### src/rtl/cpu_pkg.sv
// Shared CPU definitions: immediate-format encodings, RV32 opcodes, fetch entry
// layout and the opcode predecoder used by fetch.
package cpu_pkg;

  typedef enum logic [2:0] {
    IMM_I    = 3'd0,
    IMM_S    = 3'd1,
    IMM_B    = 3'd2,
    IMM_U    = 3'd3,
    IMM_J    = 3'd4,
    IMM_NONE = 3'd7
  } imm_sel_t;

  localparam logic [6:0] OP_IMM    = 7'b0010011;
  localparam logic [6:0] OP_LOAD   = 7'b0000011;
  localparam logic [6:0] OP_JALR   = 7'b1100111;
  localparam logic [6:0] OP_SYSTEM = 7'b1110011;
  localparam logic [6:0] OP_STORE  = 7'b0100011;
  localparam logic [6:0] OP_BRANCH = 7'b1100011;
  localparam logic [6:0] OP_LUI    = 7'b0110111;
  localparam logic [6:0] OP_AUIPC  = 7'b0010111;
  localparam logic [6:0] OP_JAL    = 7'b1101111;

  typedef struct packed {
    logic [31:0] pc;
    logic [31:0] inst;
    imm_sel_t    imm_sel;
  } fetch_entry_t;

  function automatic imm_sel_t predecode(input logic [6:0] opcode);
    imm_sel_t sel;
    case (opcode)
      OP_IMM, OP_LOAD, OP_JALR, OP_SYSTEM: sel = IMM_I;
      OP_STORE:                            sel = IMM_S;
      OP_BRANCH:                           sel = IMM_B;
      OP_LUI, OP_AUIPC:                    sel = IMM_U;
      OP_JAL:                              sel = IMM_J;
      default:                             sel = IMM_NONE;
    endcase
    return sel;
  endfunction

endpackage

### src/rtl/fetch_unit_if.sv
// Fetch-stage bus: instruction-memory request/response, execute redirect and
// the decode-side handshake. master = fetch unit, slave = its environment.
interface fetch_unit_if;
  logic        imem_req_valid;
  logic        imem_req_ready;
  logic [31:0] imem_req_addr;
  logic        imem_resp_valid;
  logic [31:0] imem_resp_data;
  logic        redirect_valid;
  logic [31:0] redirect_pc;
  logic        out_valid;
  logic        out_ready;
  logic [31:0] out_pc;
  logic [31:0] out_inst;
  logic [2:0]  out_imm_sel;

  modport master (
    output imem_req_valid, imem_req_addr, out_valid, out_pc, out_inst, out_imm_sel,
    input  imem_req_ready, imem_resp_valid, imem_resp_data, redirect_valid,
           redirect_pc, out_ready
  );

  modport slave (
    input  imem_req_valid, imem_req_addr, out_valid, out_pc, out_inst, out_imm_sel,
    output imem_req_ready, imem_resp_valid, imem_resp_data, redirect_valid,
           redirect_pc, out_ready
  );
endinterface

### src/rtl/fetch_fifo.sv
// Synchronous circular FIFO with a clear that overrides push/pop in its cycle.
// Callers guarantee no push when full and no pop when empty.
module fetch_fifo #(
  parameter  int W     = 32,
  parameter  int DEPTH = 2,
  localparam int CW    = $clog2(DEPTH + 1)
) (
  input  logic          clk,
  input  logic          rst,
  input  logic          clear_i,
  input  logic          push_i,
  input  logic          pop_i,
  input  logic [W-1:0]  din_i,
  output logic [W-1:0]  dout_o,
  output logic [CW-1:0] count_o
);
  localparam int AW = (DEPTH > 1) ? $clog2(DEPTH) : 1;

  logic [DEPTH-1:0][W-1:0] mem_q;
  logic [AW-1:0]           rd_q, rd_d, wr_q, wr_d;
  logic [CW-1:0]           cnt_q, cnt_d;

  function automatic logic [AW-1:0] bump(input logic [AW-1:0] p);
    return (p == AW'(DEPTH - 1)) ? '0 : p + AW'(1);
  endfunction

  always_comb begin
    rd_d  = rd_q;
    wr_d  = wr_q;
    cnt_d = cnt_q;
    if (clear_i) begin
      rd_d  = '0;
      wr_d  = '0;
      cnt_d = '0;
    end else begin
      if (push_i) wr_d = bump(wr_q);
      if (pop_i)  rd_d = bump(rd_q);
      cnt_d = cnt_q + CW'(push_i) - CW'(pop_i);
    end
  end

  always_ff @(posedge clk or posedge rst) begin
    if (rst) begin
      rd_q  <= '0;
      wr_q  <= '0;
      cnt_q <= '0;
    end else begin
      rd_q  <= rd_d;
      wr_q  <= wr_d;
      cnt_q <= cnt_d;
    end
  end

  always_ff @(posedge clk) begin
    if (push_i && !clear_i) mem_q[wr_q] <= din_i;
  end

  assign dout_o  = mem_q[rd_q];
  assign count_o = cnt_q;
endmodule

### src/rtl/fetch_unit.sv
// Instruction fetch: PC owner, request issue with a DEPTH credit limit, in-order
// response buffering with predecode, and redirect flush of in-flight fetches.
module fetch_unit
  import cpu_pkg::*;
#(
  parameter logic [31:0] RESET_PC = 32'h0000_0000,
  parameter int          DEPTH    = 2
) (
  input logic          clk,
  input logic          rst,
  fetch_unit_if.master bus
);
  localparam int CW = $clog2(DEPTH + 1);
  localparam int EW = $bits(fetch_entry_t);

  logic [31:0]   pc_q, pc_d;
  logic [CW-1:0] drop_q, drop_d;
  logic [CW-1:0] outst, fcount;
  logic [CW+1:0] inflight;
  logic          req_fire, resp_keep, resp_drop, pop, fifo_empty;
  logic [31:0]   issued_pc;
  fetch_entry_t  push_e, head_e;
  logic [EW-1:0] head_raw;

  // Outstanding keepers are exactly the occupancy of the issued-PC queue.
  assign inflight = (CW+2)'(outst) + (CW+2)'(drop_q) + (CW+2)'(fcount);

  assign bus.imem_req_valid = !rst && (inflight < (CW+2)'(DEPTH));
  assign bus.imem_req_addr  = pc_q;

  assign req_fire  = bus.imem_req_valid && bus.imem_req_ready;
  assign resp_drop = bus.imem_resp_valid && (drop_q != '0);
  assign resp_keep = bus.imem_resp_valid && (drop_q == '0) && !bus.redirect_valid;
  assign pop       = !fifo_empty && bus.out_ready;

  always_comb begin
    pc_d   = pc_q;
    drop_d = drop_q;
    if (bus.redirect_valid) begin
      pc_d   = bus.redirect_pc & 32'hFFFF_FFFC;
      // Everything in flight, including a request accepted right now, becomes stale.
      drop_d = drop_q + outst + CW'(req_fire) - CW'(bus.imem_resp_valid);
    end else begin
      if (req_fire)  pc_d   = pc_q + 32'd4;
      if (resp_drop) drop_d = drop_q - CW'(1);
    end
  end

  always_ff @(posedge clk or posedge rst) begin
    if (rst) begin
      pc_q   <= RESET_PC & 32'hFFFF_FFFC;
      drop_q <= '0;
    end else begin
      pc_q   <= pc_d;
      drop_q <= drop_d;
    end
  end

  fetch_fifo #(.W(32), .DEPTH(DEPTH)) u_pcq (
    .clk     (clk),
    .rst     (rst),
    .clear_i (bus.redirect_valid),
    .push_i  (req_fire),
    .pop_i   (resp_keep),
    .din_i   (pc_q),
    .dout_o  (issued_pc),
    .count_o (outst)
  );

  assign push_e = '{pc: issued_pc, inst: bus.imem_resp_data,
                    imm_sel: predecode(bus.imem_resp_data[6:0])};

  fetch_fifo #(.W(EW), .DEPTH(DEPTH)) u_entq (
    .clk     (clk),
    .rst     (rst),
    .clear_i (bus.redirect_valid),
    .push_i  (resp_keep),
    .pop_i   (pop),
    .din_i   (push_e),
    .dout_o  (head_raw),
    .count_o (fcount)
  );

  assign head_e     = fetch_entry_t'(head_raw);
  assign fifo_empty = (fcount == '0);

  assign bus.out_valid   = !fifo_empty;
  assign bus.out_pc      = fifo_empty ? 32'h0 : head_e.pc;
  assign bus.out_inst    = fifo_empty ? 32'h0 : head_e.inst;
  assign bus.out_imm_sel = fifo_empty ? 3'd0  : 3'(head_e.imm_sel);
endmodule

### src/flat_wrapper.sv
// flat-port wrapper written by rule: the top's interface ports become plain ports
module fetch_unit_flat import cpu_pkg::*;
#(
  parameter logic [31:0] RESET_PC = 32'h0000_0000,
  parameter int          DEPTH    = 2
)
  (clk, rst, bus_imem_req_valid, bus_imem_req_addr, bus_out_valid, bus_out_pc, bus_out_inst, bus_out_imm_sel, bus_imem_req_ready, bus_imem_resp_valid, bus_imem_resp_data, bus_redirect_valid, bus_redirect_pc, bus_out_ready);
  fetch_unit_if bus_i ();
  input logic clk;
  input logic rst;
  output wire logic [$bits(bus_i.imem_req_valid)-1:0] bus_imem_req_valid;
  output wire logic [$bits(bus_i.imem_req_addr)-1:0] bus_imem_req_addr;
  output wire logic [$bits(bus_i.out_valid)-1:0] bus_out_valid;
  output wire logic [$bits(bus_i.out_pc)-1:0] bus_out_pc;
  output wire logic [$bits(bus_i.out_inst)-1:0] bus_out_inst;
  output wire logic [$bits(bus_i.out_imm_sel)-1:0] bus_out_imm_sel;
  input wire logic [$bits(bus_i.imem_req_ready)-1:0] bus_imem_req_ready;
  input wire logic [$bits(bus_i.imem_resp_valid)-1:0] bus_imem_resp_valid;
  input wire logic [$bits(bus_i.imem_resp_data)-1:0] bus_imem_resp_data;
  input wire logic [$bits(bus_i.redirect_valid)-1:0] bus_redirect_valid;
  input wire logic [$bits(bus_i.redirect_pc)-1:0] bus_redirect_pc;
  input wire logic [$bits(bus_i.out_ready)-1:0] bus_out_ready;
  assign bus_imem_req_valid = bus_i.imem_req_valid;
  assign bus_imem_req_addr = bus_i.imem_req_addr;
  assign bus_out_valid = bus_i.out_valid;
  assign bus_out_pc = bus_i.out_pc;
  assign bus_out_inst = bus_i.out_inst;
  assign bus_out_imm_sel = bus_i.out_imm_sel;
  assign bus_i.imem_req_ready = bus_imem_req_ready;
  assign bus_i.imem_resp_valid = bus_imem_resp_valid;
  assign bus_i.imem_resp_data = bus_imem_resp_data;
  assign bus_i.redirect_valid = bus_redirect_valid;
  assign bus_i.redirect_pc = bus_redirect_pc;
  assign bus_i.out_ready = bus_out_ready;
  fetch_unit #(.RESET_PC(RESET_PC), .DEPTH(DEPTH)) u_core (.clk(clk), .rst(rst), .bus(bus_i));
endmodule
### config.mk
export PLATFORM = sky130hd
export DESIGN_NAME = fetch_unit_flat
export DESIGN_NICKNAME = d
export VERILOG_FILES = /design/src/rtl/cpu_pkg.sv /design/src/rtl/fetch_unit_if.sv /design/src/rtl/fetch_fifo.sv /design/src/rtl/fetch_unit.sv /design/src/flat_wrapper.sv
export SDC_FILE = /design/constraint.sdc
export NUM_CORES = 1
export LEC_CHECK = 0
export ABC_AREA = 0
export BUFFER_PORTS_ARGS = -buffer_cell sky130_fd_sc_hd__buf_2
export CAP_MARGIN = 20
export CORE_ASPECT_RATIO = 1.2
export CORE_MARGIN = 3
export CORE_UTILIZATION = 37
export CTS_CLUSTER_SIZE = 14
export DETAILED_ROUTE_END_ITERATION = 7
export MAX_ROUTING_LAYER = met4
export SETUP_SLACK_MARGIN = 0.1
export SYNTH_ARGS = -nofsm -noshare
export SYNTH_HDL_FRONTEND = slang
export SYNTH_HIERARCHICAL = 1
export SYNTH_SLANG_ARGS = --single-unit
### constraint.sdc
create_clock -name clk -period 8.4 [get_ports clk]
set_input_delay 0.84 -clock clk [delete_from_list [all_inputs] [get_ports clk]]
set_output_delay 0.84 -clock clk [all_outputs]
set_load 0.01 [all_outputs]
After elaboration in Yosys (flattened, before gate mapping)
Index checks and enable logic that the tools add are counted.
Widths: inputs -> output; s select.

word-level totals
  flip-flop bits (word level) = 240
  latch bits = 0
  bits in writable memories = 0
  memory bits (read-only) = 0
  bits of input ports = 70
  output and inout bits = 101
  word-level logic and storage cells = 97
  memories = 0

cells by class
  add/subtract/negate cells = 15
  $mul = 0
  divide/modulo/power cells = 0
  order comparisons = 7
  eq/ne operators = 9
  shift operators = 0
  muxes and demuxes = 32
  bitwise logic cells = 0
  reductions and logical operators = 22

operators with widths
  kind                   number
  $mux 32                7
  $mux 67                3
  $bwmux 134             1
  $demux 67 s1           1
  $bwmux 64              1
  $add 32x3->32 const B  1
  $demux 32 s1           1
  $eq 7x7->1 const B     4
  $pmux 3 s5             1
  $eq 7x5->1 const B     2
  $eq 7x6->1 const B     2
  $mux 1                 12
  $logic_and 1x1->1      10
  $reduce_bool 2->1      5
  $lt 1x2->1 const B     4
  $mux 2                 4
  $eq 7x2->1 const B     1
  $add 2x1->2            3
  $sub 2x1->2            3
  $add 1x1->1 const B    4
  $add 4x2->4            1
  $logic_not 2->1        2
  $lt 4x2->1 const B     1
  $reduce_or 4->1        1
  other kinds (7)        10

Depth between registers and ports, before layout
Gate-level depths: netlist of the first run.

  word-level depth = 8
  gate-level depth with buffers = 13
  gate-level depth less buffers = 12

Cells and area by module
Netlist of the first run, hierarchy kept.

modules (own cells, without submodules)
  module                      times used  cells each  area each (sq um)  seq. area each (sq um)
  fetch_fifo (u_core.u_entq)  1           227         5136.2             4124.0
  fetch_fifo (u_core.u_pcq)   1           118         2672.6             2021.9
  fetch_unit                  1           337         2652.5             800.8

Worst setup path after synthesis of the first run
Ideal clock, no wire load.

  path kind = input -> register
  start = input port bus_redirect_valid
  end = register u_core/u_entq/mem_q[0] (netlist bit) (enable)
  setup time = 590 ps
  arrival = 6620 ps
  data required time = 7810 ps
  path slack = 1190 ps
  stages on the path = 5
  buffers on the path = 2
  path through = clkbuf_1 -> inv_1 -> clkbuf_1 -> and3_1 -> nor3b_1

between the ends
  word-level cells in the longest chain between the ends = 3

ends and longest elaborated chain
  item                           RTL line            RTL
  start, declared                flat_wrapper.sv:20  input wire logic [$bits(bus_i.redirect_valid)-1:0] bus_redirect_valid;
  $logic_not 1->1                fetch_unit.sv:33    assign resp_keep = bus.imem_resp_valid && (drop_q == '0) && !bus.redirect_valid;
  $logic_and 1x1->1              fetch_unit.sv:33
  via u_core.resp_keep           fetch_unit.sv:20    logic req_fire, resp_keep, resp_drop, pop, fifo_empty;
  $logic_and 1x1->1              fetch_fifo.sv:55    if (push_i && !clear_i) mem_q[wr_q] <= din_i;
  end signal, assigned by index  fetch_fifo.sv:55
  end, declared                  fetch_fifo.sv:19    logic [DEPTH-1:0][W-1:0] mem_q;

The timed path passes the listed nets, and every way through them passes these cells.
A chain may end at the register's enable or synchronous reset.

Worst setup path in the final report of the first run
  start = register u_core.drop_q[1]
  end = output port bus_imem_req_valid

between the ends
  word-level cells in the longest chain between the ends = 4

ends and longest elaborated chain
  item                    RTL line            RTL
  start, declared         fetch_unit.sv:17    logic [CW-1:0] drop_q, drop_d;
  start signal, assigned  fetch_unit.sv:55    drop_q <= drop_d;
  $add 2x2->3             fetch_unit.sv:26    assign inflight = (CW+2)'(outst) + (CW+2)'(drop_q) + (CW+2)'(fcount);
  $add 4x2->4             fetch_unit.sv:26
  $lt 4x2->1              fetch_unit.sv:28    assign bus.imem_req_valid = !rst && (inflight < (CW+2)'(DEPTH));
  $logic_and 1x1->1       fetch_unit.sv:28
  end, declared           flat_wrapper.sv:11  output wire logic [$bits(bus_i.imem_req_valid)-1:0] bus_imem_req_valid;

Every way passes these cells.

==> impl_results.md, run 1 <==
* Final ANT Viol Nets at 0
* Worst path cell trace: inv_1, fa_1, inv_1, ha_1, or4b_1, inv_2, buf_2
* Fmax achieved at between 200 and 300 MHz
* DRT iter0 DRCs at 256
* Setup Buffers After CTS at 0
* Hold Slack at 0.251 ns
* Placer Congestion at 0.755
* Status: finished clean
* Synth cell count leaders: edfxtp_1 (198), and2_1 (68), mux2_2 (50)
* Synth Area in Adders at 1.58%
* CP peak stage delay at 0.67 ns
* DR WL/cell at between 15 and 20 um
* Area share of xor/xnor cells in the synthesized design at 2.02%
* Final instance area at about 12000 um2
* Slowest cell on crit path: or4b_1
* Synth area leaders: edfxtp_1 (57%), dfrtp_1 (9.6%), mux2_4 (7.0%), mux2_2 (5.4%), and2_1 (4.1%)
* Setup crit start kind: flip-flop
* Total power at 3.57 mW
* CP endpoint kind: output pin
* Worst R2R Path Depth at 9
* Vias in the first global route at between 6000 and 7000
* Hpwl dp at about 13000 um
* Largest family of logic cells by synthesized area: multiplexers
* Final core area utilization at a little under half
* # placed instances at 1196
* Buffers added on ports at 166
* Vias per Instance at 4.81
* Multiplexer share of the synthesized area at 12.6%
* Period minus WS final at 3.64 ns
* Number of DRC violations after detailed routing at 0
* Register area share after synthesis at around 66%
* Clk sink count at 238
* Syn-to-layout area delta at 18.5%
* Final worst setup slack at 4.76 ns
* Initial antenna violation count at 0
* Ys flop type: edfxtp_1
* Max Buffers Root-to-Sink at 3
* DRT Wirelength at 20500 um
* FP Rows at 66
* Dpl ws at 4.37 ns
* Chip height at roughly 190 um
* CP startpoint: u_core/drop_q[1]
* Worst EP arrival at roughly 2.8 ns
* Crit Reg-Reg Startpoint: u_core/drop_q[1]
* Initial Util at 38.0%
* Final Slew Violations at 0
* Buf/Inv on CP at 4
* Pin count of the biggest net entering global routing at 69
* Synth Instances at just under 700
* Clock transition at path regs at ~0.060 ns
* Largest area contributor in the netlist: edfxtp_1
* Remaining Overflow, GRT at 0
* Cell family with most CP delay: adder cells
* Synthesis-stage register bit count at 238
* TritonCTS clock tree: yes
* Synth Area in Compound Gates at under 10%
* Die X at 159 um
* Share of cells above drive strength 1 at 36.8%
* Setup violators final at 0
* Worst hold path type: input pin to async pin
* Drt first pass iters at 5
* PwrDens at 288 nW/um2
* Asr flop ratio synth at 16.8%
* Worst-Margin Slew at 1.08 ns
* CP most frequent cell: inv_1
* Slew Limit Headroom at between 20% and 30%
* N_diodes at 0
* Setup TNS at 0 ns
* Total GRT Usage at 13.8%
* Root Buffer: clkbuf_16
* Cts repair resizes at 0
* CP required at 7.56 ns
* Final Net Count at just over 900
* Maxcap violations at 0
* LEAKAGE at 4.74 nW
* Die ar. at 30300 um2
* Yosys top cell area share at 56.8%
* Total CTS buffers at 25
* Final Hold Fails at 0
* Yosys warnings at 6
* Most common cell in the netlist: edfxtp_1
* Final std cells w/o fill at 1240
* Worst vdd ir at about 130 uV
* Reg2reg setup slack at 4.93 ns
* Reg2Reg Capture Point: u_core/bus.imem_req_addr[28]
* CTS Hold Bufs at 0
* Synth unique cells at 51
* Global-route wire length before repair at 32900 um
* Number of top-level pins at between 150 and 200
* Synthesized cell area at 10500 um2
* Unrepaired setup endpoints after global routing: no
* H-tree depth at 1
* Clock Skews at 0.00671 ns
* Vias at around 6000
* Crit Path Category: flip-flop to output pin
* Post-synth EDFFs at 198
* Later-pin clock latency in the skew report at 0.50 ns
* Core Region at 27500 um2
* Post-Synth Simple-Gate Area at 10.7%
* Synth Area per Inst at 15.3 um2
* Placed Instance Area at 11600 um2
* Tcrit/Tclk final at 43.4%
* Critical path fanouts, max at 8
where the power goes:
group | internal, mW | total (mW) | leakage (nW) | switching (mW)
clock | 0.632 | 1.06 | 0.391 | 0.428
sequential | 1.41 | 1.54 | 2.27 | 0.133
combinational | 0.488 | 0.971 | 2.08 | 0.483
worst max-delay path by stage:
stage                                   end  slack, ns  cells past startpoint
finish                   bus_imem_req_valid       4.76                      7
detailed placement  u_core/u_entq/mem_q[23]       4.37                      6
global placement    u_core/u_entq/mem_q[23]       4.45                      6
floorplan            u_core/u_entq/mem_q[0]       1.19                      5
CTS                      bus_imem_req_valid       4.72                      7
global route             bus_imem_req_valid       4.64                      7
kinds of logic (layout without fill, tap and decap cells):
logic type,Yosys count,count (layout)
flops,238,238
other cells,1,6
buf+inv,58,237
compound gates,55,55
xor+xnor,21,21
mux,101,101
fa+ha+maj,12,12
simple gates,196,196
state kept, by name (all words and copies together), names as in the netlist:
signal and cells:
u_core/bus.imem_req_addr 30, u_core/drop_q 2, u_core/u_entq/count_o 2, u_core/u_entq/mem_q 134, u_core/u_entq/rd_q 1, u_core/u_entq/wr_q 1
u_core/u_pcq/count_o 2, u_core/u_pcq/mem_q 64, u_core/u_pcq/rd_q 1, u_core/u_pcq/wr_q 1
worst register-to-register path, delay by kind of cell (launching register included):
| kind | cells | cell delay [ns] |
|---|---|---|
| compound gates | 1 | 0.18 |
| fa+ha+maj | 2 | 0.79 |
| buf+inv | 3 | 0.32 |
| flops | 1 | 0.37 |
| simple gates | 3 | 1.74 |
cell type report:
class                      instances  area (um2)
multi-input combinational        391        3210
inverter                          20        75.1
fill                            2493       15100
clock inverter                    12         113
sequential                       238        6950
timing repair buffer             173         896
tap                              374         468
clock buffer                      32         682
metal layers:
metal  up-vias  GRT usage, %  wire length (um)  part of all wire [%]
met4         0          3.81               368                   1.8
met5         -             -                 0                     0
met3        31          2.13               999                   4.9
li1       2871             -                 -                     -
met2       154          23.5             10000                    49
met1      2910          17.3              9080                    44
cell usage in the layout, fill, tap and decap left out, types with 5 or more instances in the layout:
cell type  instances
o21ai_0           16
o31ai_1           13
conb_1             6
buf_2            166
nand4_1           10
nand3_1           19
mux2_2            50
xnor2_1           13
clkinv_2           5
nand2_1           31
buf_4              6
dfrtp_1           38
or4_1             15
nor2_1            21
a31oi_1           14
xor2_1             6
inv_1             19
mux2_4            49
ha_1              10
edfxtp_1         198
and2_1            68
clkbuf_16         25
No activity file was read; power rests on OpenSTA's default activity.
==> run 2: changes to the inputs <==
==> constraint.sdc (replaced) <==
create_clock -name clk -period 3.2 [get_ports clk]
set_input_delay 0.32 -clock clk [delete_from_list [all_inputs] [get_ports clk]]
set_output_delay 0.32 -clock clk [all_outputs]
set_load 0.01 [all_outputs]
==> run 2 against run 1 <==
Cell count up 4.0%. Total power rose to 2.7 times the previous value. Register-to-register slack worse by 4.8 ns. Global-route usage grew 0.56 points. Count of clock-buffer cells in the layout up 3. Via count grew 3.0%. Critical endpoint is now u_core/bus.imem_req_addr[29]. Sequential share of layout area fell by 2.6 points. Routed wire length up 5.0%. Clock power grew to 2.7 times the previous value. Critical path type is now flip-flop to flip-flop. Die area did not move. Worst setup slack got worse by 4.6 ns.
==> impl_results.md, run 2 (synthesized netlist as in run 1, its figures left out) <==
* Status: finished clean
* Met1 Resource Use GR at 17.7% (+0.42 points)
* Root Buffer: clkbuf_16
* Initial antenna violation count at 0 (unchanged)
* Die X at 159 um (unchanged)
* Vias per Instance at 4.77 (-0.95%)
* Slew Limit Headroom at 59.7% (+32 points)
* Worst hold path type: input pin to flip-flop
* Die ar. at 30300 um2 (unchanged)
* Setup crit start kind: flip-flop
* M3 GR Usage at 2.20% (+0.065 points)
* H-tree depth at 1 (unchanged)
* Vias in the first global route at 6377 (+4.9%)
* Max reg flops at 134 (unchanged)
* Number of DRC violations after detailed routing at 0 (unchanged)
* Worst R2R Path Depth at 8 (-1)
* Final Hold Fails at 0 (unchanged)
* Vias at 6143 (+3.0%)
* Dpl ws at 0.0561 ns (-4.32 ns)
* Clock Skews at 0.0104 ns (+0.00366 ns)
* Share of cells above drive strength 1 at 38.0% (+1.2 points)
* Worst path cell trace: inv_2, fa_1, inv_1, ha_1, or4b_4, or3_4, or4_1, o211ai_1
* Hold_sp: bus_redirect_pc[12]
* Initial Util at 38.0% (unchanged)
* CP peak stage delay at 0.55 ns (-0.12 ns)
* Buf/Inv on CP at 2 (-2)
* Setup TNS at 0 ns (unchanged)
* Placer Congestion at 0.791 (+4.8%)
* Remaining Overflow, GRT at 0 (unchanged)
* Most common cell after layout, fill and taps aside: edfxtp_1
* Global-route wire length before repair at 34300 um (+4.4%)
* Fmax achieved at around 330 MHz
* Hpwl dp at 13600 um (+2.8%)
* Buffers added on ports at 166 (unchanged)
* Tcrit/Tclk final at 95.2%
* FP Rows at 66 (unchanged)
* Setup violators final at 0 (unchanged)
* DRT Wirelength at 21500 um (+5.0%)
* Period minus WS final at 3.05 ns
* CP endpoint kind: flip-flop
* Crit Reg-Reg Startpoint: u_core/u_entq/count_o[1]
* CP startpoint: u_core/u_entq/count_o[1]
* CP required at 3.62 ns (-3.94 ns)
* Clk sink count at 238 (unchanged)
* Hold path endpoint: u_core/bus.imem_req_addr[12]
* Commonest non-fill, non-tap cells in the layout: edfxtp_1 (198), buf_2 (167), and2_1 (68)
* Worst-Margin Slew at 0.605 ns (-0.478 ns)
* Busiest layer in global routing: met2
* Total power at 9.70 mW (+170%)
* Total CTS buffers at 25 (unchanged)
* Final Slew Violations at 0 (unchanged)
* Clock transition at path regs at 0.06 ns (about the same)
* N_diodes at 0 (unchanged)
* Reg2reg setup slack at 0.15 ns (-4.78 ns)
* DRT iter0 DRCs at 243 (-5.1%)
* Final worst setup slack at 0.154 ns (-4.60 ns)
* Reg2Reg Capture Point: u_core/bus.imem_req_addr[29]
* Later-pin clock latency in the skew report at 0.51 ns (about the same)
* Core Region at 27500 um2 (unchanged)
* Worst vdd ir at 525 uV (+310%)
* Worst EP arrival at 3.47 ns (+0.67 ns)
* Chip height at 190 um (unchanged)
* PwrDens at 746 nW/um2 (+160%)
* Pin count of the biggest net entering global routing at 70 (+1.4%)
* Biggest register: u_core/u_entq/mem_q
* Met2 Use GR at 25.0% (+1.5 points)
* TritonCTS clock tree: yes
* Critical path depth at 8 (+1)
* Critical path fanouts, max at 11 (+3)
* Syn-to-layout area delta at 24.2%
* Final ANT Viol Nets at 0 (unchanged)
* Slowest cell on crit path: or4b_4
* LEAKAGE at 4.98 nW (+4.9%)
* Maxcap violations at 0 (unchanged)
* Final core area utilization at 47.3% (+2.2 points)
* DR WL/cell at 16.7 um (+1.0%)
* Number of top-level pins at 171 (unchanged)
* Max Buffers Root-to-Sink at 3 (unchanged)
* Filler cell count at 2414 (-3.2%)
* Total GRT Usage at 14.4% (+0.56 points)
* Crit Path Category: flip-flop to flip-flop
* Final Net Count at 980 (+5.3%)
* Drt first pass iters at 4 (-1)
* Hold Path Cell Cnt at 3
* Unrepaired setup endpoints after global routing: yes
* Cell family with most CP delay: simple AND/OR/NAND/NOR gates
-- run 2: changes by cell type in the layout (fill, tap and decap cells not counted), moves of 3 or more --
cell / before / now
dlygate4sd3_1: 0 / 33
inv_2: 1 / 4
clkinv_2: 5 / 2
buf_4: 6 / 14
inv_1: 19 / 14
buf_12: 1 / 5
-- run 2: power by group --
part | internal, mW | switching, mW | total (mW)
logic | 1.46 | 1.45 | 2.90
clock network | 1.71 | 1.14 | 2.84
registers | 3.69 | 0.267 | 3.96
total | 6.85 | 2.85 | 9.70
-- run 2: final cells by class --
class	count	area (um2)	share of cell area, %
clock buffers	35	713	5.49
well taps	374	468	3.60
clock inverters	9	100	0.770
flip-flops and latches	238	6950	53.5
repair buffers	221	1400	10.8
multi-input cells	392	3280	25.3
inverters	20	85.1	0.655
-- run 2: metal layers --
layer	wire length, um	up-vias
met1	9260	2961
li1	-	2977
met2	10800	174
met5	0	-
met4	401	0
met3	1030	31
-- run 2: worst max-delay path by stage --
stage	to
after global placement	u_core/bus.imem_req_addr[29]
after floorplan	u_core/u_pcq/mem_q[0]
after detailed placement	u_core/bus.imem_req_addr[31]
after global routing	u_core/bus.imem_req_addr[29]
final	u_core/bus.imem_req_addr[29]
after CTS	u_core/bus.imem_req_addr[22]
-- run 2: stage by stage --
| step | std cells | area [um2] | hold slack (ns) |
|---|---|---|---|
| floorplan | 687 | 10500 | 0.0861 |
| global placement | 1205 | 11800 | 0.260 |
| detailed placement | 1205 | 11800 | 0.259 |
| CTS | 1285 | 12900 | 0.00175 |
| global route | 1289 | 13000 | 0.0105 |
| finish | 1289 | 13000 | 0.0247 |
-- run 2: repair_timing --
item                                    4_1_cts  5_1_grt
buffers inserted                              2        3
endpoints found under the setup margin       15       48
endpoints found under the hold margin        97        0
hold buffers                                 33        0
gates resized for setup                       4        9
cloned                                        1        1
pin swaps                                     2        5
-- run 2: worst reg2reg max path, cell delays in order, from the launching register on --
cell and delay [ns]:
dfrtp_1 0.37, inv_2 0.05, fa_1 0.53, inv_1 0.04, ha_1 0.26, or4b_4 0.55
or3_4 0.43, or4_1 0.55, o211ai_1 0.18
